`src/rtl/stm_reg_sequencer_pkg.sv`:
```
// Shared definitions for the STM block-store sequencer.
//   - FSM state encoding
//   - addressing-mode codes, indexed as {p, u}
//   - word geometry (data width, register count, bytes per word)
package stm_reg_sequencer_pkg;

    localparam int WORD_LEN   = 32;
    localparam int WORD_COUNT = 16;
    localparam int WORD_BYTES = 4;

    typedef enum logic [1:0] {
        ST_IDLE  = 2'd0,
        ST_SETUP = 2'd1,
        ST_STORE = 2'd2,
        ST_DONE  = 2'd3
    } state_t;

    // {p, u}: p = pre-index (before), u = increment
    localparam logic [1:0] MODE_DA = 2'b00;
    localparam logic [1:0] MODE_IA = 2'b01;
    localparam logic [1:0] MODE_DB = 2'b10;
    localparam logic [1:0] MODE_IB = 2'b11;

endpackage

```
`src/rtl/stm_reg_sequencer_reg_list_pri_enc.sv`:
```
// Lowest-set-bit priority encoder for an STM register list.
// Ports:
//   list_i   in   WordCount  register list (bit i = Ri)
//   idx_o    out  IdxW       index of the lowest set bit (0 when list is empty)
//   valid_o  out  1          list has at least one bit set
module reg_list_pri_enc
    import stm_reg_sequencer_pkg::*;
#(
    parameter  int WordCount = WORD_COUNT,
    localparam int IdxW      = $clog2(WordCount)
) (
    input  logic [WordCount-1:0] list_i,
    output logic [IdxW-1:0]      idx_o,
    output logic                 valid_o
);

    // Scan from the top down so the last hit, the lowest index, wins.
    always_comb begin
        idx_o   = '0;
        valid_o = 1'b0;
        for (int i = WordCount - 1; i >= 0; i--) begin
            if (list_i[i]) begin
                idx_o   = i[IdxW-1:0];
                valid_o = 1'b1;
            end
        end
    end

endmodule

```
`src/rtl/stm_reg_sequencer.sv`:
```
// Multi-cycle register-file reader for ARM STM (block store).
// Walks the latched register list from lowest to highest index, reads each
// listed register through the register-file read port and issues one word
// store per register. Stalls the pipeline (busy) while active and returns
// the written-back base value with the one-cycle done pulse.
//
// Ports:
//   clk       in   1        clock, posedge
//   rst       in   1        synchronous active-high reset
//   start     in   1        request, sampled only in IDLE
//   regList   in   16       bit i = store Ri
//   baseAddr  in   32       Rn value
//   pBit      in   1        1 = pre-index, 0 = post-index
//   uBit      in   1        1 = increment, 0 = decrement
//   readReg   out  4        register-file read index
//   readData  in   32       register-file data for readReg (same cycle)
//   memWrite  out  1        store request, held until memReady
//   memAddr   out  32       word address of current store
//   memWData  out  32       store data (readData while memWrite)
//   memReady  in   1        store accepted when memWrite & memReady
//   busy      out  1        pipeline stall, SETUP through DONE
//   done      out  1        one-cycle completion pulse
//   newBase   out  32       Rn writeback value, valid with done
//
// state  | meaning
// IDLE   | waiting for start; operands latched on start
// SETUP  | count list, compute first address and new base
// STORE  | one store per listed register, ascending index and address
// DONE   | done pulse with newBase, then back to IDLE
module stm_reg_sequencer
    import stm_reg_sequencer_pkg::*;
#(
    parameter  int WordLen   = WORD_LEN,
    parameter  int WordCount = WORD_COUNT,
    localparam int IdxW      = $clog2(WordCount)
) (
    input  logic                 clk,
    input  logic                 rst,
    input  logic                 start,
    input  logic [WordCount-1:0] regList,
    input  logic [WordLen-1:0]   baseAddr,
    input  logic                 pBit,
    input  logic                 uBit,
    output logic [IdxW-1:0]      readReg,
    input  logic [WordLen-1:0]   readData,
    output logic                 memWrite,
    output logic [WordLen-1:0]   memAddr,
    output logic [WordLen-1:0]   memWData,
    input  logic                 memReady,
    output logic                 busy,
    output logic                 done,
    output logic [WordLen-1:0]   newBase
);

    localparam int CntW = IdxW + 1;

    state_t               state_q, state_d;
    logic [WordCount-1:0] list_q, list_d;
    logic [WordLen-1:0]   base_q, base_d;
    logic [WordLen-1:0]   addr_q, addr_d;
    logic [WordLen-1:0]   newbase_q, newbase_d;
    logic                 p_q, p_d;
    logic                 u_q, u_d;

    logic [IdxW-1:0]      enc_idx;
    logic                 enc_valid;
    logic [CntW-1:0]      cnt;
    logic [WordLen-1:0]   offset;
    logic [WordLen-1:0]   step;
    logic [WordCount-1:0] clr_mask;

    reg_list_pri_enc #(
        .WordCount (WordCount)
    ) u_pri_enc (
        .list_i  (list_q),
        .idx_o   (enc_idx),
        .valid_o (enc_valid)
    );

    always_comb begin
        cnt = '0;
        for (int i = 0; i < WordCount; i++) begin
            cnt = cnt + CntW'(list_q[i]);
        end
    end

    assign step   = WordLen'(WORD_BYTES);
    assign offset = WordLen'(cnt) * step;

    always_ff @(posedge clk) begin
        if (rst) begin
            state_q   <= ST_IDLE;
            list_q    <= '0;
            base_q    <= '0;
            addr_q    <= '0;
            newbase_q <= '0;
            p_q       <= 1'b0;
            u_q       <= 1'b0;
        end else begin
            state_q   <= state_d;
            list_q    <= list_d;
            base_q    <= base_d;
            addr_q    <= addr_d;
            newbase_q <= newbase_d;
            p_q       <= p_d;
            u_q       <= u_d;
        end
    end

    always_comb begin
        state_d   = state_q;
        list_d    = list_q;
        base_d    = base_q;
        addr_d    = addr_q;
        newbase_d = newbase_q;
        p_d       = p_q;
        u_d       = u_q;
        clr_mask  = '0;
        memWrite  = 1'b0;
        done      = 1'b0;

        unique case (state_q)
            ST_IDLE: begin
                if (start) begin
                    list_d  = regList;
                    base_d  = baseAddr;
                    p_d     = pBit;
                    u_d     = uBit;
                    state_d = ST_SETUP;
                end
            end
            ST_SETUP: begin
                // Every mode stores ascending registers at ascending
                // addresses; only the lowest address of the block differs.
                unique case ({p_q, u_q})
                    MODE_IA: addr_d = base_q;
                    MODE_IB: addr_d = base_q + step;
                    MODE_DA: addr_d = base_q - offset + step;
                    default: addr_d = base_q - offset;
                endcase
                newbase_d = u_q ? (base_q + offset) : (base_q - offset);
                state_d   = (cnt == '0) ? ST_DONE : ST_STORE;
            end
            ST_STORE: begin
                memWrite = enc_valid;
                if (enc_valid && memReady) begin
                    clr_mask[enc_idx] = 1'b1;
                    list_d = list_q & ~clr_mask;
                    addr_d = addr_q + step;
                    if (list_d == '0) begin
                        state_d = ST_DONE;
                    end
                end
            end
            ST_DONE: begin
                done    = 1'b1;
                state_d = ST_IDLE;
            end
            default: state_d = ST_IDLE;
        endcase
    end

    assign busy     = (state_q != ST_IDLE);
    assign readReg  = (state_q == ST_STORE) ? enc_idx : '0;
    assign memAddr  = (state_q == ST_STORE) ? addr_q : '0;
    assign memWData = memWrite ? readData : '0;
    assign newBase  = newbase_q;

endmodule

```
`config.mk`:
```
export PLATFORM = sky130hd
export DESIGN_NAME = stm_reg_sequencer
export DESIGN_NICKNAME = d
export VERILOG_FILES = /design/src/rtl/stm_reg_sequencer_pkg.sv /design/src/rtl/stm_reg_sequencer_reg_list_pri_enc.sv /design/src/rtl/stm_reg_sequencer.sv
export SDC_FILE = /design/constraint.sdc
export NUM_CORES = 1
export LEC_CHECK = 0
export BUFFER_PORTS_ARGS = -buffer_cell sky130_fd_sc_hd__buf_2
export CAP_MARGIN = 20
export CELL_PAD_IN_SITES_DETAIL_PLACEMENT = 1
export CELL_PAD_IN_SITES_GLOBAL_PLACEMENT = 2
export CORE_ASPECT_RATIO = 1.25
export CORE_MARGIN = 5
export CORE_UTILIZATION = 34
export CTS_BUF_LIST = sky130_fd_sc_hd__clkbuf_16
export DETAILED_ROUTE_END_ITERATION = 6
export PLACE_DENSITY = 0.91
export SLEW_MARGIN = 20
export SYNTH_ARGS = -nofsm -noshare
export SYNTH_HDL_FRONTEND = slang
export SYNTH_SLANG_ARGS = --single-unit
```
`constraint.sdc`:
```
create_clock -name clk -period 12.15 [get_ports clk]
set_input_delay 2.43 -clock clk [delete_from_list [all_inputs] [get_ports clk]]
set_output_delay 2.43 -clock clk [all_outputs]
set_load 0.005 [all_outputs]
```
* After elaboration in Yosys (flattened, before gate mapping)
Index checks and enable logic that the tools add are counted.
Operators by class: div/mod/pow operators 0, multipliers 0, equal/unequal tests 8, bitwise operators 2, shift operators 0, magnitude comparators 2, reductions and logical operators 13, multiplexer cells 51, add/sub/neg operators 20
Operator list (count):
- $mux W32 | 4
- $add A32 B3 Y32 const B | 3
- $pmux W32 S3 | 1
- $mux W4 | 17
- $pmux W32 S2 | 1
- $add A5 B1 Y5 | 11
- $add A32 B7 Y32 | 1
- $mux W16 | 2
- $pmux W16 S2 | 1
- $sub A32 B7 Y32 | 1
- $mux W1 | 20
- $and A16 B16 Y16 | 1
- $logic_not A16 Y1 | 1
- $not A16 Y16 | 1
- $pmux W2 S4 | 1
- $eq A2 B2 Y1 const B | 3
- $mux W2 | 3
- $ne A2 B2 Y1 const B | 3
- $reduce_and A3 Y1 | 2
- $reduce_bool A2 Y1 | 3
- $add A4 B1 Y5 | 1
- $logic_not A5 Y1 | 1
- $lt A4 B5 Y1 const B | 1
- $add A3 B1 Y4 | 1
- other kinds (8) | 12
Storage, ports and cells: memories 0, flip-flop bits (word level) 116, memory bits (read-only) 0, memory bits (writable) 0, output and inout port bits 103, latch bits 0, logic and storage cells 103

* Logic depth before layout (Yosys ltp)
depth in word-level cells 26, gate-level depth with buffers 26, mapped depth without buffers 25

* Hierarchy
Synthesis repeated with hierarchy kept, for this count alone.
Second synthesis, totals: cell total of the unflattened synthesis 1426, area total of the unflattened synthesis 10059.6 µm²
Modules (own cells, without submodules):
- stm_reg_sequencer | area each 9880.7 µm², cells an instance 1393, times used 1
- reg_list_pri_enc | area each 178.9 µm², cells an instance 33, times used 1

* Worst setup path before layout
OpenSTA, ideal clock, no wires.
path type register -> register, start register list_q[5], end register addr_q[31], required time 12059 ps, data arrival time 6158 ps, cell stages (with the launch flop) 25, slack 5901 ps, period minus slack after synthesis 6249 ps, library setup time 91 ps, path through dfxtp_1 -> inv_1 -> fa_1 -> inv_1 -> fa_1 -> inv_1 -> fa_1 -> fa_1 -> inv_1 -> ha_1 -> a21o_1 -> a21oi_1 -> xor2_1 -> inv_1 -> ha_1 -> and2b_1 -> a211oi_4 -> nor3_1 -> a21o_1 -> a211oi_4 -> nand3_2 -> nor4_4 -> nand3b_1 -> mux2i_1 -> a311oi_1
On the way: word-level cells in the longest chain between the ends 15, elaborated cells between the ends (all ways) 24, those cells by class 13 x add/sub; 1 x eq/ne; 8 x mux; 2 x reduce/logical
RTL lines:
- from (decl) | RTL line stm_reg_sequencer.sv:58 | logic [WordCount-1:0] list_q, list_d;
- from (signal assigned) | RTL line stm_reg_sequencer.sv:101 | list_q <= list_d;
- $add A5 B1 Y5 (11 in a row) | RTL line stm_reg_sequencer.sv:83 | cnt = cnt + CntW'(list_q[i]);
- $sub A32 B7 Y32 | RTL line stm_reg_sequencer.sv:138, stm_reg_sequencer.sv:139
- $add A32 B3 Y32 | RTL line stm_reg_sequencer.sv:138 | MODE_DA: addr_d = base_q - offset + step;
- $pmux W32 S3 | RTL line stm_reg_sequencer.sv:135 | unique case ({p_q, u_q})
- $pmux W32 S2 | RTL line stm_reg_sequencer.sv:122 | unique case (state_q)
- to (signal assigned) | RTL line stm_reg_sequencer.sv:103 | addr_q <= addr_d;
- to (decl) | RTL line stm_reg_sequencer.sv:60 | logic [WordLen-1:0] addr_q, addr_d;
Several ways; a longest one is shown, not always the timed one. A chain may end at the register's enable or synchronous reset.

* Worst setup path in the final report
start register list_q[3], end register addr_q[17]
On the way: word-level cells in the longest chain between the ends 17, elaborated cells between the ends (all ways) 24, those cells by class 15 x add/sub; 1 x eq/ne; 6 x mux; 2 x reduce/logical
RTL lines (RTL line):
- $add A3 B1 Y4 | stm_reg_sequencer.sv:83
- $add A4 B1 Y5 | stm_reg_sequencer.sv:83
- $add A5 B1 Y5 (11 in a row) | stm_reg_sequencer.sv:83
- $sub A32 B7 Y32 | stm_reg_sequencer.sv:138, stm_reg_sequencer.sv:139
- $add A32 B3 Y32 | stm_reg_sequencer.sv:138
- $pmux W32 S3 | stm_reg_sequencer.sv:135
- $pmux W32 S2 | stm_reg_sequencer.sv:122
Several ways; a longest one is shown, not always the timed one.

==> results.yml <==
run:
  drv_cap: 0
logic_synthesis:
  synth_flop_cell: "dfxtp_1"
  netlist_instances: 1375
  ys_seq_area_share_pct: 23.56
  syn_nets: 1498
  ys.warnings.count: 0
  synth_cell_type_count: 83
  synth_seq_cells: 116
  async_flop_share_pct: 0
  syn_area_sq_um: 9858
  syn_area_per_cell_sq_um: 7.170
  synth_edf_count: 0
drt:
  wl_per_cell_um: 20.34
  via_count: 10465
  totalWireLength_um: 37850
  drc: 0
  dr.pass1.iters: 5
  drt-initial-drc-count: 658
  route.antenna.remaining_nets: 0
  via_per_inst: 5.623
layout:
  area_growth_pct: 17.16
  final_common_cell: "buf_2"
  final_area_sq_um: 11550
  finalCoreUtilization_pct: 40.54
  mostFrequentLayoutCells: "buf_2 (187), nand2_1 (170), nor2_1 (146), a21oi_1 (133), dfxtp_1 (116)"
  nets: 1616
  drive_gt1_share_pct: 17.40
  num_antenna_cells: 0
clocking:
  clock_path_buffers: 2
  htreeDepth: 4
  clk_pin_slew_ps: 60
  cts_setup_buffers: 0
  clock-sinks: 116
  postCtsHoldBufs: 0
  cts_buffers: 17
  cts.repair.resized: 0
  cts_root_buf: "clkbuf_16"
  clock_latency_ps: 430
  cts_tree: "yes"
floorplanning:
  die_h_um: 200.4
  coreArea_sq_um: 28490
  rows: 69
  initial_core_util_pct: 34.60
  die_area_sq_um: 32520
  die-width_um: 162.3
  io_pins: 189
worst_setup_path:
  cp_common_cell: "fa_1"
  end_kind: "flip-flop"
  crit_path_max_fanout: 19
  arrival_ps: 7730
  critPathSlowestCell: "a211oi_4"
  worstPathRequired_ps: 12450
  worstSetupPathType: "flip-flop to flip-flop"
  crit_buf_inv: 3
  cp_cell_sequence: "fa_1, fa_1, fa_1, inv_1, fa_1, inv_1, ha_1, inv_1, fa_1, xnor2_1, ha_1, nand2b_1, a211oi_4, nor4_4, xnor2_1, a21oi_2, o2111ai_1, nor3_1, xnor2_1, a21oi_1, a2111oi_0"
  path_delay_family: "adder cells"
  max_stage_delay_ps: 850
  cp-start-kind: "flip-flop"
grt:
  grt_pass1_wl_um: 60820
  grt_pass1_vias: 10806
  gr-total-overflow: 0
  track_usage_pct: 23.00
  antenna_found_initial: 0
  grt_max_degree: 77
placed_design:
  place.gp.congestion: 0.9154
  io_buffers: 188
  placed_cell_area_sq_um: 10940
  hpwlAfterDp_um: 28970
sta:
  slew_violations: 0
  rsz0062_at_grt: "false"
  clock_skew_ps: 11.09
  post-route-period-util_pct: 61.09
  setup_viol: 0
  hold_viol: 0
  tightest_slew_ps: 1057
  fmax_ghz: 0.1347
  tns_ps: 0
  min_period_ps: 7422
  relSlewSlack_pct: 29.36
run_status:
  outcome: "finished, final reports clean"
hold_path:
  hold_class: "flip-flop to flip-flop"
registers in the layout (all words and copies together) (netlist names):
signal   count
base_q      32
newBase     32
state_q      2
addr_q      32
u_q          1
p_q          1
list_q      16
per-layer routing:
layer / vias up / global-route usage [%] / part of all wire [%]
met5: - / 0 / 0
met4: 0 / 8.552 / 2.9
met3: 64 / 3.392 / 3.3
met2: 218 / 39.33 / 50
met1: 5127 / 29.15 / 44
li1: 5056 / - / -
path summary, 6_finish.rpt:
check | from | cells past startpoint | to | slack [ps]
worst max-delay path | list_q[3] | 21 | addr_q[17] | 4730
worst max register to register | list_q[3] | 21 | addr_q[17] | 4730
worst min-delay path | addr_q[1] | 2 | addr_q[1] | 460
worst min register to register | addr_q[1] | 2 | addr_q[1] | 460
cells by family after synthesis:
logic type	Yosys count	synth area share [%]
compound gates	341	22.16
xor+xnor	90	7.996
fa+ha+maj	39	5.813
buf+inv	155	6.194
flops	116	23.56
mux	40	4.061
simple gates	594	30.22
worst min-delay path, delay by kind of cell (launching register included):
family / cells / cell delay (ps)
AND/OR/NAND/NOR: 1 / 60
AO/OA/AOI/OAI: 1 / 50
flip-flops: 1 / 300
final cells by class:
type                       instances  area [sq um]
tap                              355         444.2
multi-input combinational       1104          6933
timing repair buffer             200          1033
inverter                          54         202.7
clock inverter                    15         188.9
sequential                       116          2322
fill                            3662         16940
clock buffer                      17         425.4
per-stage QoR:
stage | hold slack [ps] | setup slack (ps) | instances
after floorplan | 441.6 | 5901 | 1375
after global placement | 450.0 | 4986 | 1829
after detailed placement | 457.4 | 4834 | 1829
after CTS | 466.2 | 4750 | 1861
after global routing | 487.5 | 4207 | 1861
final | 465.0 | 4728 | 1861
Yosys cell counts, drive strengths merged, types with 6 or more instances:
cell type	instances	area, sq um
and2	69	431.7
or3	10	62.56
or2	8	50.05
mux2i	40	400.4
a211oi	25	212.7
inv	53	198.9
a211o	7	61.31
a22oi	14	105.1
nand2	171	644.4
clkbuf	85	319.1
ha	25	312.8
nand4	12	75.07
o2111ai	6	52.55
a21o	10	75.07
o211ai	10	75.07
buf	16	88.84
dfxtp	116	2322
nor3	52	275.3
nand3b	8	60.06
fa	12	240.2
nand2b	14	87.58
o21ai	60	300.3
a31oi	14	87.58
o21a	6	45.04
nor2	146	548.0
a311oi	6	52.55
xnor2	58	508.0
nor3b	6	45.04
a21oi	134	674.4
nor2b	6	37.54
nor4	25	254.0
xor2	32	280.3
nand3	41	210.2
o22ai	9	56.30
and3	13	81.33
Power is left out: the tool's default activity adds up to more than one toggle a clock period on the data nets, which glitch-free logic cannot reach.
